File: src/rtl/noise_lfsr_voice.sv
// Purpose: LFSR noise voice with long/short taps, rate divider, seed load and amplitude-scaled output.
// Latency: LFSR advances on a divider terminal count; out shows a new LFSR value one cycle after the update.
// Backpressure: none; en freezes the divider and the LFSR, and out keeps tracking amplitude every cycle.
//
// Ports:
//   clk, rst   clock; asynchronous active-high reset
//   en         run the divider and let the LFSR step
//   mode       0 = long taps, 1 = short (127-step) taps
//   period     LFSR steps once every period+1 enabled cycles
//   seed_load  one-cycle strobe that loads seed (0 is loaded as 1)
//   seed       seed value
//   amplitude  output scale; 0 holds out at mid-scale
//   out        registered unsigned noise sample centred on mid-scale
//   step       one-cycle pulse in the cycle after the LFSR advanced
module noise_lfsr_voice #(
    parameter int                LFSR_W    = 15,
    parameter int                OUT_W     = 8,
    parameter int                AMP_W     = 7,
    parameter int                DIV_W     = 16,
    parameter logic [LFSR_W-1:0] SEED      = 15'h0001,
    parameter logic [LFSR_W-1:0] TAP_LONG  = 15'h6000,
    parameter logic [LFSR_W-1:0] TAP_SHORT = 15'h0060
) (
    input  logic              clk,
    input  logic              rst,
    input  logic              en,
    input  logic              mode,
    input  logic [DIV_W-1:0]  period,
    input  logic              seed_load,
    input  logic [LFSR_W-1:0] seed,
    input  logic [AMP_W-1:0]  amplitude,
    output logic [OUT_W-1:0]  out,
    output logic              step
);

    // Width of the self-contained short-mode register in the low LFSR bits.
    localparam int SHORT_W = 7;
    // Scaling is done at full product width so n*amplitude never wraps.
    localparam int PROD_W = OUT_W + AMP_W;
    localparam logic [PROD_W-1:0] MID     = PROD_W'((1 << (OUT_W - 1)) - 1);
    localparam logic [PROD_W-1:0] AMP_MAX = PROD_W'((1 << AMP_W) - 1);

    logic [LFSR_W-1:0] lfsr;
    logic [LFSR_W-1:0] lfsr_nxt;
    logic [LFSR_W-1:0] tap;
    logic [LFSR_W-1:0] seed_safe;
    logic [DIV_W-1:0]  div_cnt;
    logic              adv;
    logic              fb;
    logic [PROD_W-1:0] n_w;
    logic [PROD_W-1:0] a_w;
    logic [PROD_W-1:0] prod;
    logic [PROD_W-1:0] scaled;

    always_comb begin
        adv = en && (div_cnt == '0);
        tap = mode ? TAP_SHORT : TAP_LONG;
        fb  = ^(lfsr & tap);
        // Short mode runs only on the low bits, which could be all-zero after a
        // long-mode run or a seed with empty low bits; inject a 1 to escape.
        if (mode && (lfsr[SHORT_W-1:0] == '0)) begin
            fb = 1'b1;
        end
        // An all-zero seed would lock the LFSR forever.
        seed_safe = (seed == '0) ? LFSR_W'(1) : seed;

        lfsr_nxt = lfsr;
        if (seed_load) begin
            lfsr_nxt = seed_safe;
        end else if (adv) begin
            lfsr_nxt = {lfsr[LFSR_W-2:0], fb};
        end
    end

    // out = n*amp/AMP_MAX + MID - amp: amp=0 gives MID, amp=max gives n exactly,
    // and the result always stays inside [0, 2^OUT_W-1].
    always_comb begin
        n_w    = PROD_W'(lfsr[LFSR_W-1 -: OUT_W]);
        a_w    = PROD_W'(amplitude);
        prod   = n_w * a_w;
        scaled = prod / AMP_MAX;
    end

    always_ff @(posedge clk or posedge rst) begin
        if (rst) begin
            lfsr    <= SEED;
            div_cnt <= '0;
            out     <= MID[OUT_W-1:0];
            step    <= 1'b0;
        end else begin
            lfsr <= lfsr_nxt;
            // The divider keeps counting through a seed load; a new period is
            // only picked up at reload.
            if (en) begin
                if (div_cnt == '0) begin
                    div_cnt <= period;
                end else begin
                    div_cnt <= div_cnt - DIV_W'(1);
                end
            end
            step <= adv && !seed_load;
            out  <= OUT_W'(scaled + MID - a_w);
        end
    end

endmodule

File: config.mk
export PLATFORM = sky130hd
export DESIGN_NAME = noise_lfsr_voice
export DESIGN_NICKNAME = d
export VERILOG_FILES = /design/src/rtl/noise_lfsr_voice.sv
export SDC_FILE = /design/constraint.sdc
export NUM_CORES = 1
export LEC_CHECK = 0
export CAP_MARGIN = 10
export CORE_UTILIZATION = 50
export DETAILED_ROUTE_END_ITERATION = 12
export PLACE_DENSITY = 0.7
export SLEW_MARGIN = 10
export SYNTH_ARGS = -nofsm -noshare
export SYNTH_HDL_FRONTEND = slang
export SYNTH_SLANG_ARGS = --single-unit
File: constraint.sdc
create_clock -name clk -period 11.29 [get_ports clk]
set_input_delay 2.258 -clock clk [delete_from_list [all_inputs] [get_ports clk]]
set_output_delay 2.258 -clock clk [all_outputs]
set_load 0.05 [all_outputs]
==> flow_summary_export.csv, run 1 <==
group,metric,value,unit
sta,fin_skew,7.67,ps
sta,hold_ws,503,ps
worst_setup_path,slowest_delay,580,ps
detailed_routing,via_per_inst,5.78,
layout,area_delta_synth_final,45.4,%
sta,fin_crit_sh,104,%
worst_setup_path,critPathArrivalTime,11860,ps
logic_synthesis,syn_area,0.00620,mm2
logic_synthesis,synth_flop_cell,"dfrtp_1",
die,pin_count,52,
worst_setup_path,slowest_stage,"or4b_4",
logic_synthesis,synth_edf_count,0,
layout,drive_gt1_share,33.5,%
worst_setup_path,cp.required,11450,ps
sta,tightest_slew,913,ps
place,dpl_cell_area,0.00823,mm2
logic_synthesis,synth-seq-cells,40,
layout,fin_nets,1122,
job,drv_cap,0,
layout,finalInstanceArea,0.00902,mm2
die,die_area,0.0129,mm2
clocking,cts_tree,"done",
grt,grt_antenna_before_repair,0,
grt,grt_pass1_vias,6856,
detailed_routing,wl,18.5,mm
hold_path,hold_path_class,"flop to flop",
sta,maxSlewHeadroom,38.9,%
worst_setup_path,crit_type,"primary input to flop",
place,port-buffer-count,51,
logic_synthesis,synthCells,766,
logic_synthesis,synth_cell_type_count,88,
sta,hold_viol,0,
clocking,cts_buffers,5,
place,globalplace.congestion,0.874,
worst_setup_path,worstPathMaxFanout,6,
detailed_routing,wl_per_cell,15.8,um
clocking,clock_sinks,40,
logic_synthesis,synth-async-reset-ratio,100,%
die,start_util,51.4,%
run_status,violations,"negative setup slack",
sta,drv_slew,0,
detailed_routing,postRouteAntennaNets,0,
worst_setup_path,cpMostUsedCell,"fa_1",
logic_synthesis,syn_avg_cell_area,8.10,um2
worst_setup_path,setup.worst_path.end_class,"flop",
sta,fmax,0.0854,GHz
grt,grt_max_degree,41,
detailed_routing,num_vias,6759,
sta,fin_ws,-416,ps
run_status,status,"finished, violations left",
grt,grt_pass1_wl,30.8,mm
logic_synthesis,yosysSeqAreaShare,16.3,%
clocking,htreeDepth,2,
detailed_routing,drtIter0Drc,507,
die,row_count,40,
die,die_x,113,um
clocking,cts_root_buffer,"clkbuf_16",
die,die_y,113,um
clocking,ctsHoldBuffers,0,
die,core_area,0.0121,mm2
clocking,worst_skew_pair.late_latency,290,ps
sta,min_period,11710,ps
clocking,clock_path_buffers,2,
logic_synthesis,syn-num-nets,888,
logic_synthesis,ys.warnings.count,0,
worst_setup_path,start_kind,"primary input",
clocking,clk_pin_slew,60,ps
detailed_routing,dr.pass1.iters,6,
sta,setup_viol,3,
sta,grt_setup_unrepaired,"true",
detailed_routing,drc,0,
place,hpwl,14.1,mm
layout,antenna_cells,0,
grt,overflow,0,
grt,track_usage,28.9,%
final cells by class:
cell class	instances	area, um2
inverter	46	173
sequential	40	1010
clock buffer	7	153
multi-input combinational	656	5390
tap	168	210
timing repair buffer	251	2050
fill	844	3040
clock inverter	1	30.0
cell families after synthesis:
| family | Yosys count | share of synthesized area [%] |
|---|---|---|
| AND/OR/NAND/NOR | 303 | 26.1 |
| AO/OA/AOI/OAI | 223 | 25.1 |
| XOR/XNOR | 31 | 4.74 |
| buffers and inverters | 70 | 4.74 |
| adder cells (fa/ha/maj) | 79 | 19.6 |
| multiplexers | 20 | 3.45 |
| flip-flops | 40 | 16.3 |
path summary, 6_finish.rpt:
check / from / to / slack, ps / cells after the start
worst max-delay path: amplitude[1] / out[7] / -420 / 47
worst min-delay path: div_cnt[5] / div_cnt[5] / 500 / 2
worst max register to register: lfsr[7] / out[7] / 1130 / 45
worst min register to register: div_cnt[5] / div_cnt[5] / 500 / 2
max in group asynchronous: rst / out[1] / 8540 / 3
min in group asynchronous: rst / div_cnt[5] / 2380 / 3
synth_stat cells (5+ instances only):
cell	n	share of area [%]
fa_1	30	9.7
nand3_1	25	2.0
mux2i_1	18	2.9
inv_1	46	2.8
a21o_1	15	1.8
o21ai_0	50	4.0
nor2_1	52	3.1
a21oi_1	57	4.6
a21oi_2	5	0.71
nand2_1	85	5.1
o211ai_1	11	1.3
o21bai_1	5	0.61
xnor2_1	20	2.8
clkbuf_1	15	0.91
nor3_1	16	1.3
dfrtp_1	32	13
xor2_1	8	1.1
a211o_1	8	1.1
ha_1	49	9.9
nand2b_1	5	0.50
or3_1	6	0.61
and4_1	5	0.71
o31ai_1	7	0.85
nor4_1	10	1.0
a31oi_1	6	0.61
and2_1	53	5.3
and3_1	7	0.71
a211oi_1	6	0.73
dfstp_2	8	3.4
nand4_1	7	0.71
what timing repair did:
action	in CTS	in global routing
setup buffers	18	14
resized for setup	62	45
endpoints found under the setup margin	7	6
pin swaps	36	38
stage by stage:
| stage | setup slack (ps) | util [%] | instances | setup TNS, ps |
|---|---|---|---|---|
| final | -416 | 74.8 | 1169 | -513 |
| after global routing | -892 | 74.8 | 1169 | -2310 |
| after CTS | -386 | 72.4 | 1158 | -674 |
| after detailed placement | -1550 | 68.2 | 1132 | -6890 |
| after global placement | -1280 | 68.2 | 1132 | -4990 |
| after floorplan | -293 | - | 766 | -293 |
worst max-delay path, delay by kind of cell:
family          cells  cell delay (ps)
simple gates       12             2690
mux                 1               90
buf+inv             7              630
xor+xnor            4              530
compound gates     14             2490
fa+ha+maj           9             3150
registers in the layout, indices dropped and copies added (netlist names):
signal,count
lfsr,15
step,1
out,8
div_cnt,16
cells in the final DEF (no fill, tap or decap), drive strengths merged, types with 30 or more instances in the layout:
cell type,instances
buf,204
nand2,85
a21oi,63
o21ai,55
and2,55
nor2,53
ha,49
inv,46
clkdlybuf4s50,45
dfrtp,32
fa,30
per-layer routing:
layer  wire length (um)  global-route usage [%]
met1               7620                    33.5
met2               9740                    56.0
met3                668                    2.39
met4                427                    9.39
met5                  0                       0
Power of run 1 is not shown: default switching activity piles up to over one toggle a cycle in this logic, so the estimate is an artifact.
==> run 2: changes to the inputs <==
- CTS_BUF_LIST: default -> sky130_fd_sc_hd__clkbuf_16
- RECOVER_POWER: default -> 100
==> run 2 against run 1 <==
Effect of this change: critical endpoint unchanged; the flow finishes with violations (max-capacitance violations, max-slew violations, negative setup slack); clock skew about the same; count of clock-buffer cells in the layout fell by 2; critical path depth stayed put; routed wire length is 0.51% lower.
==> flow_summary_export.csv, run 2 (synthesis results as in run 1) <==
group,metric,value,unit
clocking,clock_sinks,40,
detailed_routing,wl_per_cell,15.7,um
die,pin_count,52,
layout,antenna_cells,0,
sta,hold_viol,0,
detailed_routing,num_vias,6704,
place,hpwl,14.1,mm
run_status,status,"finished, violations left",
clocking,clk_pin_slew,60,ps
clocking,cts_tree,"done",
sta,maxSlewHeadroom,-37.7,%
grt,track_usage,28.9,%
layout,fill_cells,849,
sta,setup_viol,2,
layout,largest_reg_flops,16,
layout,multi_input_area,0.00539,mm2
sta,hold_ws,507,ps
detailed_routing,dr_wl_met3,614,um
grt,overflow,0,
layout,final_cell_mix,"buf_4, nand2_1, o21ai_0, and2_1, nor2_1",
detailed_routing,drc,0,
layout,reg.largest.list,"div_cnt (16), lfsr (15), out (8)",
clocking,clock_path_buffers,2,
layout,drive_gt1_share,33.0,%
detailed_routing,met2_wirelength,9.68,mm
sta,drv_slew,41,
place,dpl_cell_area,0.00823,mm2
layout,final_common_cell,"buf_4",
worst_setup_path,reg2reg_to,"out[7]",
detailed_routing,via_per_inst,5.74,
worst_setup_path,slowest_stage,"or4b_4",
layout,fin_nets,1120,
sta,fmax,0.0854,GHz
detailed_routing,met1Wirelength,7.64,mm
sta,grt_setup_unrepaired,"true",
run_status,violations,"max-capacitance violations, max-slew violations, negative setup slack",
die,core_area,0.0121,mm2
layout,finalInstanceArea,0.00898,mm2
hold_path,hold_path_class,"flop to flop",
worst_setup_path,setup.worst_path.end_class,"flop",
layout,area_delta_synth_final,44.7,%
grt,grt_pass1_wl,30.7,mm
clocking,htreeDepth,2,
sta,fin_skew,7.63,ps
grt,grt_max_degree,41,
place,port-buffer-count,51,
clocking,cts_root_buffer,"clkbuf_16",
worst_setup_path,r2r_start,"lfsr[7]",
layout,register_area,0.00101,mm2
hold_path,whs_endpoint,"div_cnt[5]",
worst_setup_path,crit_type,"primary input to flop",
die,die_area,0.0129,mm2
worst_setup_path,start_kind,"primary input",
detailed_routing,wl,18.4,mm
sta,tightest_slew,2070,ps
grt,grt_pass1_vias,6823,
sta,fin_crit_sh,104,%
hold_path,worstHoldStart,"div_cnt[5]",
worst_setup_path,cp.required,11450,ps
job,drv_cap,1,
detailed_routing,dr.pass1.iters,5,
layout,regMostFlops,"div_cnt",
die,die_x,113,um
worst_setup_path,r2r_slack,1130,ps
detailed_routing,top_layer,"met4",
sta,min_period,11710,ps
clocking,cts_buffers,5,
worst_setup_path,reg2regPathDepth,45,
worst_setup_path,critPathArrivalTime,11860,ps
die,row_count,40,
grt,grt_antenna_before_repair,0,
detailed_routing,postRouteAntennaNets,0,
worst_setup_path,cpMostUsedCell,"fa_1",
worst_setup_path,slowest_delay,580,ps
detailed_routing,drtIter0Drc,477,
die,start_util,51.4,%
sta,fin_ws,-416,ps
place,globalplace.congestion,0.874,
die,die_y,113,um
hold_path,whs_path_depth,2,
clocking,worst_skew_pair.late_latency,290,ps
worst_setup_path,worstPathMaxFanout,6,
## run 2: changes by cell type in the layout (fill, tap and decap cells not counted), sizes merged
cell / change
buf: -3
clkbuf: -1
clkdlybuf4s50: -11
clkinv: +2
dlygate4sd3: +11
## run 2: metal layers
layer / vias up / global-route usage [%]
li1: 3230 / -
met1: 3252 / 33.4
met2: 175 / 56.0
met3: 47 / 2.39
met4: 0 / 9.21
met5: - / 0
## run 2: timing repair
| action | 4_1_cts | 5_1_grt |
|---|---|---|
| gates resized for setup | 61 | 45 |
| endpoints found under the setup margin | 7 | 6 |
| hold endpoints to repair | 0 | 0 |
| hold buffers | 0 | 0 |
| pin swaps | 36 | 37 |
| buffers inserted | 17 | 13 |
| gates cloned | 0 | 0 |
## run 2: final cells by class
| cell class | instances | area share [%] |
|---|---|---|
| multi-input combinational | 656 | 60.1 |
| timing repair buffer | 249 | 22.6 |
| sequential | 40 | 11.3 |
| tap | 168 | 2.34 |
| inverter | 46 | 1.92 |
| clock buffer | 5 | 1.39 |
| clock inverter | 3 | 0.418 |
## run 2: worst max-delay path by stage
stage                  from     end  slack [ps]  cells past startpoint
6_report       amplitude[1]  out[7]        -420                     47
5_1_grt        amplitude[1]  out[7]        -890                     48
4_1_cts        amplitude[1]  out[7]        -390                     46
3_5_place_dp   amplitude[6]  out[7]       -1550                     43
3_3_place_gp   amplitude[6]  out[7]       -1280                     43
2_1_floorplan  amplitude[1]  out[7]        -290                     45
## run 2: stage by stage
step | utilization [%] | TNS, ps | instances | worst slack (ps)
after floorplan | - | -293 | 766 | -293
after CTS | 72.1 | -681 | 1157 | -390
after detailed placement | 68.2 | -6890 | 1132 | -1550
after global routing | 74.4 | -2140 | 1167 | -889
after global placement | 68.2 | -4990 | 1132 | -1280
final | 74.4 | -501 | 1167 | -416
## run 2: critical path, delay by kind of cell
kind | cells | cell delay, ps
fa+ha+maj | 9 | 3150
simple gates | 12 | 2690
compound gates | 14 | 2480
buf+inv | 7 | 630
xor+xnor | 4 | 530
mux | 1 | 90
Power of run 2 is left out for the same reason.
==> run 3: changes to the inputs <==
--- a/constraint.sdc
+++ b/constraint.sdc
@@ -3,2 +3,2 @@
 set_output_delay 2.258 -clock clk [all_outputs]
-set_load 0.05 [all_outputs]
+set_load 0.02 [all_outputs]
==> results of run 3 <==
Final layout, timing and power as in run 2 (identical DEF).
Power of run 3 is left out for the same reason.
